File: config.mk
export PLATFORM = sky130hd
export DESIGN_NAME = spi_debug_master
export DESIGN_NICKNAME = d
export VERILOG_FILES = /design/src/rtl/spi_debug_master.sv
export SDC_FILE = /design/constraint.sdc
export NUM_CORES = 1
export LEC_CHECK = 0
export BUFFER_PORTS_ARGS = -buffer_cell sky130_fd_sc_hd__buf_2
export CAP_MARGIN = 20
export CORE_UTILIZATION = 26
export DETAILED_ROUTE_END_ITERATION = 7
export PLACE_DENSITY = 0.46
export SLEW_MARGIN = 40
export SYNTH_ARGS = -nofsm -noshare
export SYNTH_HDL_FRONTEND = slang
export SYNTH_SLANG_ARGS = --single-unit
export TNS_END_PERCENT = 30
File: constraint.sdc
create_clock -name clk_i -period 2.1 [get_ports clk_i]
set_clock_uncertainty 0.1 [all_clocks]
set_input_delay 0.42 -clock clk_i [delete_from_list [all_inputs] [get_ports clk_i]]
set_output_delay 0.42 -clock clk_i [all_outputs]
set_load 0.05 [all_outputs]
File: src/rtl/spi_debug_master.sv
// SPI mode-3 initiator that reads one 16-bit word from the CPU debug slave.
// Each frame is 18 sclk periods: a 2-bit address goes out MSB first, then
// 16 data bits come back MSB first. CLK_DIV is the sclk half-period in
// clk_i cycles and must lie in 2..255 (the half-period counter is 8 bits).
module spi_debug_master #(
    parameter int unsigned CLK_DIV = 4
) (
    input  logic        clk_i,
    input  logic        reset,
    input  logic        start_i,
    input  logic [1:0]  addr_i,
    output logic        busy_o,
    output logic        done_o,
    output logic [15:0] data_o,
    output logic        sclk_o,
    output logic        csb_o,
    output logic        mosi_o,
    input  logic        miso_i
);

    localparam int unsigned CNT_W  = 8;
    localparam int unsigned EDGE_W = 5;
    localparam int unsigned DATA_W = 16;
    localparam int unsigned ADDR_W = 2;

    localparam logic [CNT_W-1:0]  CNT_RELOAD  = CNT_W'(CLK_DIV - 1);
    localparam logic [EDGE_W-1:0] FIRST_DATA  = EDGE_W'(3);
    localparam logic [EDGE_W-1:0] LAST_PERIOD = EDGE_W'(18);

    typedef enum logic [2:0] {
        IDLE,
        SETUP,
        LOW,
        HIGH,
        HOLD,
        GAP
    } state_t;

    state_t              state_q,  state_d;
    logic [CNT_W-1:0]    cnt_q,    cnt_d;
    logic [EDGE_W-1:0]   edge_q,   edge_d;
    logic [ADDR_W-1:0]   addr_q,   addr_d;
    logic [DATA_W-1:0]   shift_q,  shift_d;
    logic [DATA_W-1:0]   data_q,   data_d;
    logic                sclk_q,   sclk_d;
    logic                csb_q,    csb_d;
    logic                mosi_q,   mosi_d;
    logic                busy_q,   busy_d;
    logic                done_q,   done_d;

    // State and output registers with synchronous reset.
    always_ff @(posedge clk_i) begin
        if (reset) begin
            state_q <= IDLE;
            cnt_q   <= '0;
            edge_q  <= '0;
            addr_q  <= '0;
            shift_q <= '0;
            data_q  <= '0;
            sclk_q  <= 1'b1;
            csb_q   <= 1'b1;
            mosi_q  <= 1'b0;
            busy_q  <= 1'b0;
            done_q  <= 1'b0;
        end else begin
            state_q <= state_d;
            cnt_q   <= cnt_d;
            edge_q  <= edge_d;
            addr_q  <= addr_d;
            shift_q <= shift_d;
            data_q  <= data_d;
            sclk_q  <= sclk_d;
            csb_q   <= csb_d;
            mosi_q  <= mosi_d;
            busy_q  <= busy_d;
            done_q  <= done_d;
        end
    end

    // Next-state and next-output logic for the frame sequencer.
    always_comb begin
        state_d = state_q;
        cnt_d   = cnt_q;
        edge_d  = edge_q;
        addr_d  = addr_q;
        shift_d = shift_q;
        data_d  = data_q;
        sclk_d  = sclk_q;
        csb_d   = csb_q;
        mosi_d  = mosi_q;
        busy_d  = busy_q;
        done_d  = 1'b0;

        unique case (state_q)
            IDLE: begin
                cnt_d = CNT_RELOAD;
                if (start_i) begin
                    state_d = SETUP;
                    addr_d  = addr_i;
                    edge_d  = '0;
                    csb_d   = 1'b0;
                    sclk_d  = 1'b1;
                    mosi_d  = 1'b0;
                    busy_d  = 1'b1;
                end
            end

            SETUP: begin
                if (cnt_q == '0) begin
                    state_d = LOW;
                    cnt_d   = CNT_RELOAD;
                    sclk_d  = 1'b0;
                    mosi_d  = addr_q[1];
                    edge_d  = EDGE_W'(1);
                end else begin
                    cnt_d = cnt_q - CNT_W'(1);
                end
            end

            // Last low cycle raises sclk and samples miso; the slave has
            // held it stable since the preceding falling edge.
            LOW: begin
                if (cnt_q == '0) begin
                    state_d = HIGH;
                    cnt_d   = CNT_RELOAD;
                    sclk_d  = 1'b1;
                    if (edge_q >= FIRST_DATA) begin
                        shift_d = {shift_q[DATA_W-2:0], miso_i};
                    end
                end else begin
                    cnt_d = cnt_q - CNT_W'(1);
                end
            end

            // mosi only moves together with a falling sclk.
            HIGH: begin
                if (cnt_q == '0) begin
                    cnt_d = CNT_RELOAD;
                    if (edge_q == LAST_PERIOD) begin
                        state_d = HOLD;
                        mosi_d  = 1'b0;
                    end else begin
                        state_d = LOW;
                        sclk_d  = 1'b0;
                        edge_d  = edge_q + EDGE_W'(1);
                        mosi_d  = (edge_q == EDGE_W'(1)) ? addr_q[0] : 1'b0;
                    end
                end else begin
                    cnt_d = cnt_q - CNT_W'(1);
                end
            end

            HOLD: begin
                if (cnt_q == '0) begin
                    state_d = GAP;
                    cnt_d   = CNT_RELOAD;
                    csb_d   = 1'b1;
                    done_d  = 1'b1;
                    data_d  = shift_q;
                end else begin
                    cnt_d = cnt_q - CNT_W'(1);
                end
            end

            // A start pending at the end of the gap chains the next frame
            // directly, so held start gives exactly CLK_DIV cycles of csb high.
            GAP: begin
                if (cnt_q == '0) begin
                    cnt_d = CNT_RELOAD;
                    if (start_i) begin
                        state_d = SETUP;
                        addr_d  = addr_i;
                        edge_d  = '0;
                        csb_d   = 1'b0;
                    end else begin
                        state_d = IDLE;
                        busy_d  = 1'b0;
                    end
                end else begin
                    cnt_d = cnt_q - CNT_W'(1);
                end
            end

            default: begin
                state_d = IDLE;
            end
        endcase
    end

    assign busy_o = busy_q;
    assign done_o = done_q;
    assign data_o = data_q;
    assign sclk_o = sclk_q;
    assign csb_o  = csb_q;
    assign mosi_o = mosi_q;

endmodule

==> impl_metrics.env, run 1 <==
export IMPL_fin_ws_ns=0.0636
export IMPL_tightest_slew_ns=0.557
export IMPL_finalSetupViolations=0
export IMPL_avgSynthCellArea_um2=8.91
export IMPL_area_growth_pct=22.5
export IMPL_cts_tree="built"
export IMPL_boundaryPins=27
export IMPL_fin_crit_ns=2.04
export IMPL_multi_input_area_mm2=0.00131
export IMPL_slew_viol_final=0
export IMPL_drt_pass1_iterations=4
export IMPL_ys_seq_area_share_pct=43.5
export IMPL_via_per_inst=4.82
export IMPL_cts_buffers_inserted=5
export IMPL_relSlewSlack_pct=62.8
export IMPL_nFillCells=1017
export IMPL_drv_cap=0
export IMPL_layout_drive_gt1_share_pct=22.6
export IMPL_p_comb_share_pct=18.2
export IMPL_overflow=0
export IMPL_htree_levels=2
export IMPL_drt_iter0_markers=68
export IMPL_cp_slowest_cell="or3b_4"
export IMPL_routed_wl_mm=6.41
export IMPL_clock_sinks=55
export IMPL_grt_pass1_vias=2008
export IMPL_path_clk_slew_ns=0.11
export IMPL_p_int_w=0.00147
export IMPL_yosysWarningCount=0
export IMPL_max_stage_delay_ns=0.40
export IMPL_crit_path_start_kind="flip-flop"
export IMPL_sequentialPowerShare_pct=51.7
export IMPL_die_h_um=101
export IMPL_chipWidth_um=101
export IMPL_synth_seq_cells=55
export IMPL_drc=0
export IMPL_diodes=0
export IMPL_pwr_density_cell_mw_per_mm2=686
export IMPL_crit_family="simple AND/OR/NAND/NOR gates"
export IMPL_wl_per_cell_um=14.1
export IMPL_hp_class="in2reg"
export IMPL_start_util_pct=27.1
export IMPL_path_cells="inv_2 > ha_4 > or3b_4 > nor4_4 > buf_6 > clkbuf_16 > mux2i_1 > nor2_1"
export IMPL_nets=337
export IMPL_drtAntennaViolNets=0
export IMPL_fp_row_count=35
export IMPL_portBuffers=26
export IMPL_async_reset_ff_share_pct=0
export IMPL_place_ws_ns=0.0778
export IMPL_synthesis_area_mm2=0.00253
export IMPL_synth_fp_nets=295
export IMPL_worstSetupPathType="reg2reg"
export IMPL_coreArea_mm2=0.00933
export IMPL_endpoint_kind="flip-flop"
export IMPL_via_count=2199
export IMPL_outcome="finished, final reports clean"
export IMPL_detailed_place_hpwl_mm=4.28
export IMPL_cp_required_ns=2.21
export IMPL_clkPwrFrac_pct=30.1
export IMPL_hold_violations=0
export IMPL_synth_edff_count=0
export IMPL_seq_area_mm2=0.00110
export IMPL_antenna_found_initial=0
export IMPL_worstPathMaxFanout=8
export IMPL_clock_root_buffer="clkbuf_8"
export IMPL_grt_max_degree=31
export IMPL_p_sw_w=0.000652
export IMPL_synth_flop_cell="dfxtp_1"
export IMPL_synthDistinctLibCells=54
export IMPL_arrival_ns=2.15
export IMPL_fmax_ghz=0.491
export IMPL_fp_dieArea_mm2=0.0101
export IMPL_ir_drop_mv=0.300
export IMPL_cts_buffer_depth=2
export IMPL_syn_inst=284
export IMPL_power_leakage_nw=1.12
export IMPL_track_usage_pct=12.8
export IMPL_cp_buffers_inverters=3
export IMPL_hold_slack_ns=0.250
export IMPL_clkLatencyLatePin_ns=0.32
export IMPL_gp_congestion=0.789
export IMPL_grt_pass1_wl_mm=10.2
export IMPL_p_sw_share_pct=30.7
export IMPL_finalCritPeriodShare_pct=97.0
==> sequential cells by signal, summed over array words and instances (netlist names) <==
| name | count |
|---|---|
| data_o | 16 |
| shift_q | 16 |
| cnt_q | 8 |
| edge_q | 5 |
| state_q | 3 |
| addr_q | 2 |
| busy_o | 1 |
| csb_o | 1 |
| done_o | 1 |
| mosi_o | 1 |
| sclk_o | 1 |
==> routing by layer <==
layer	part of all wire (%)	up-vias	track usage, %	routed length, um
li1	-	1110	-	-
met1	51	1047	17.9	3240
met2	45	38	19.7	2900
met3	3.1	4	2.08	199
met4	1.0	0	5.02	65
met5	0	-	0	0
==> final cells by class <==
type                            instances  share of cell area, %
Clock buffer                            5                   2.22
Inverter                                9                   1.09
Timing Repair Buffer                   55                   12.9
Clock inverter                          3                  0.887
Tap cell                              129                   5.20
Multi-Input combinational cell        200                   42.2
Sequential cell                        55                   35.5
==> placed cells by master, fill, tap and decap left out, drive strengths merged, types with 4 or more instances in the layout <==
| cell type | Yosys | routed |
|---|---|---|
| nand2 | 13 | 13 |
| clkbuf | 13 | 7 |
| ha | 5 | 5 |
| inv | 9 | 10 |
| o211ai | 4 | 4 |
| nand3 | 22 | 22 |
| buf | 7 | 53 |
| o21ai | 18 | 18 |
| a21oi | 27 | 27 |
| mux2i | 17 | 17 |
| nor4 | 4 | 4 |
| nor2 | 30 | 30 |
| dfxtp | 55 | 55 |
==> power by group through the flow <==
stage / Clock (W) / Combinational, W / Sequential (W)
after global routing: 0.000699 / 0.000425 / 0.00110
after floorplan: 0 / 0.000234 / 0.00113
after detailed placement: 0 / 0.000368 / 0.00112
final: 0.000640 / 0.000388 / 0.00110
after CTS: 0.000665 / 0.000370 / 0.00110
after global placement: 0 / 0.000369 / 0.00112
==> synth_stat cells, drive strengths merged (4+ instances only) <==
library cell,count,area share [%]
ha,5,2.5
nor2,30,4.4
o21ai,18,3.6
clkbuf,13,1.9
nand2,13,1.9
inv,9,1.3
buf,7,2.3
dfxtp,55,43
a21oi,27,5.3
nor4,4,1.8
mux2i,17,6.7
o211ai,4,1.2
nand3,22,4.4
==> final timing paths <==
path,start,endpoint,slack [ns],depth (start not counted)
max,cnt_q[1]$_SDFFE_PP0P_,data_o[14]$_SDFFE_PP0P_,0.06,8
min,miso_i,shift_q[0]$_SDFFE_PP0P_,0.25,3
max reg2reg,cnt_q[1]$_SDFFE_PP0P_,data_o[14]$_SDFFE_PP0P_,0.06,8
min reg2reg,busy_o$_SDFFE_PP0P_,busy_o$_SDFFE_PP0P_,0.39,2
==> through the flow <==
stage	setup TNS (ns)	cell area, um2	std cells	power, W	util, %
2_1_floorplan	0	2530	284	0.00137	-
3_3_place_gp	0	2900	442	0.00149	31.1
3_5_place_dp	0	2900	442	0.00149	31.1
4_1_cts	0	3000	450	0.00213	32.1
5_1_grt	-0.132	3100	456	0.00223	33.3
6_report	0	3100	456	0.00213	33.3
==> what timing repair did <==
item | in CTS | in global routing
setup buffers | 0 | 4
resized for setup | 0 | 8
setup endpoints to repair | 0 | 40
hold buffers | 0 | 0
==> worst min-delay path: cells and delay by family <==
| kind | cells | cell delay, ns |
|---|---|---|
| compound gates | 1 | 0.05 |
| buf+inv | 1 | 0.10 |
| simple gates | 1 | 0.06 |
==> cells by family after synthesis <==
group	share of synthesized area [%]
muxes	7.17
adders and majority gates	2.47
and+or+nand+nor	19.2
AOI/OAI and AO/OA	20.3
DFF	43.5
buffers and inverters	5.59
xor gates and xnor gates	1.73
(Power assumes the default switching activity.)
==> run 2, diff against run 1 <==
- PLACE_DENSITY: 0.46 -> 0.41
==> run 2 against run 1 <==
Clock power up 16%. First-iteration DRC count up 1.5%. Register-to-register slack about the same. Core utilization up 0.40 points. Global-route usage up 0.98 points. Worst hold slack worse by 0.0042 ns. Setup slack worse by 0.0020 ns. Design area up 1.2%. Largest power group unchanged.
==> impl_metrics.env, run 2 (synthesized netlist as in run 1, its figures left out) <==
export IMPL_path_clk_slew_ns=0.11
export IMPL_hp_class="in2reg"
export IMPL_cts_buffers_inserted=5
export IMPL_fin_crit_ns=2.04
export IMPL_finalCritPeriodShare_pct=97.1
export IMPL_wl_per_cell_um=14.7
export IMPL_portBuffers=26
export IMPL_clock_sinks=55
export IMPL_tightest_slew_ns=0.596
export IMPL_hold_slack_ns=0.246
export IMPL_layout_drive_gt1_share_pct=23.8
export IMPL_ir_drop_mv=0.249
export IMPL_slew_viol_final=0
export IMPL_start_util_pct=27.1
export IMPL_drt_iter0_markers=69
export IMPL_cts_tree="built"
export IMPL_via_per_inst=4.78
export IMPL_grt_max_degree=28
export IMPL_fin_cells=457
export IMPL_relSlewSlack_pct=60.3
export IMPL_coreArea_mm2=0.00933
export IMPL_dp_cells=445
export IMPL_area_growth_pct=24.0
export IMPL_cts_buffer_depth=2
export IMPL_boundaryPins=27
export IMPL_detailed_place_hpwl_mm=4.57
export IMPL_track_usage_pct=13.8
export IMPL_fp_dieArea_mm2=0.0101
export IMPL_clkLatencyLatePin_ns=0.32
export IMPL_grt_pass1_wl_mm=10.9
export IMPL_via_count=2184
export IMPL_die_h_um=101
export IMPL_pwr_density_cell_mw_per_mm2=720
export IMPL_endpoint_kind="flip-flop"
export IMPL_finalSetupViolations=0
export IMPL_antenna_found_initial=0
export IMPL_diodes=0
export IMPL_drtAntennaViolNets=0
export IMPL_fmax_ghz=0.491
export IMPL_worstPathMaxFanout=9
export IMPL_cp_required_ns=2.21
export IMPL_routed_wl_mm=6.72
export IMPL_rrSetupSlack_ns=0.06
export IMPL_dpl_cell_area_mm2=0.00292
export IMPL_final_cell_mix="dfxtp_1, nor2_1, a21oi_1"
export IMPL_arrival_ns=2.14
export IMPL_drc=0
export IMPL_grt_pass1_vias=2129
export IMPL_hold_violations=0
export IMPL_utilization_pct=33.7
export IMPL_drv_cap=0
export IMPL_total_power_w=0.00226
export IMPL_crit_path_start_kind="flip-flop"
export IMPL_drt_pass1_iterations=4
export IMPL_gp_congestion=0.748
export IMPL_final_common_cell="dfxtp_1"
export IMPL_power_leakage_nw=1.14
export IMPL_clock_root_buffer="clkbuf_8"
export IMPL_chipWidth_um=101
export IMPL_worstSetupPathType="reg2reg"
export IMPL_outcome="finished, final reports clean"
export IMPL_htree_levels=2
export IMPL_overflow=0
export IMPL_nets=338
export IMPL_design_area_mm2=0.00314
export IMPL_fp_row_count=35
run 2: worst paths after layout:
check                                start                       end  depth (start not counted)
setup / recovery     cnt_q[1]$_SDFFE_PP0P_    data_o[0]$_SDFFE_PP0P_                          8
hold / removal                      miso_i   shift_q[0]$_SDFFE_PP0P_                          3
setup reg to reg     cnt_q[1]$_SDFFE_PP0P_    data_o[0]$_SDFFE_PP0P_                          8
hold reg to reg   shift_q[10]$_SDFFE_PP0P_  shift_q[11]$_SDFFE_PP0P_                          2
run 2: per-stage QoR:
stage           TNS, ns  setup slack, ns
3_3_place_gp          0           0.0372
4_1_cts               0           0.0234
6_report              0           0.0616
5_1_grt        -0.00765         -0.00512
3_5_place_dp          0           0.0185
2_1_floorplan         0            0.120
run 2: what timing repair did:
item / CTS / global route
resized for setup: 1 / 12
hold buffers: 0 / 0
setup endpoints to repair: 1 / 21
buffers inserted: 0 / 2
pin swaps: 0 / 2
cloned: 0 / 2
run 2: worst max-delay path: stages, from the launching register on:
cell and delay, ns:
dfxtp_2 0.34, inv_2 0.08, ha_4 0.14, or3b_4 0.40
nor4_4 0.30, buf_6 0.17, clkbuf_16 0.17, mux2i_1 0.18
nor2_1 0.05
run 2: per-layer routing:
metal  global-route usage, %  wire [um]
met1                    18.4       3390
met2                    22.2       3040
met3                    2.77        200
met4                    4.46         86
met5                       0          0
run 2: final cells by class:
type	instances	area, um2
Clock inverter	2	38.8
Timing Repair Buffer	56	407
Tap cell	129	161
Sequential cell	55	1100
Clock buffer	6	72.6
Inverter	9	33.8
Fill cell	984	6190
Multi-Input combinational cell	200	1320
run 2: report_power, final:
group	total (W)	internal [W]	switching (W)
combinational	0.000413	0.000167	0.000246
sequential	0.00110	0.00107	0.0000305
clock	0.000745	0.000362	0.000383
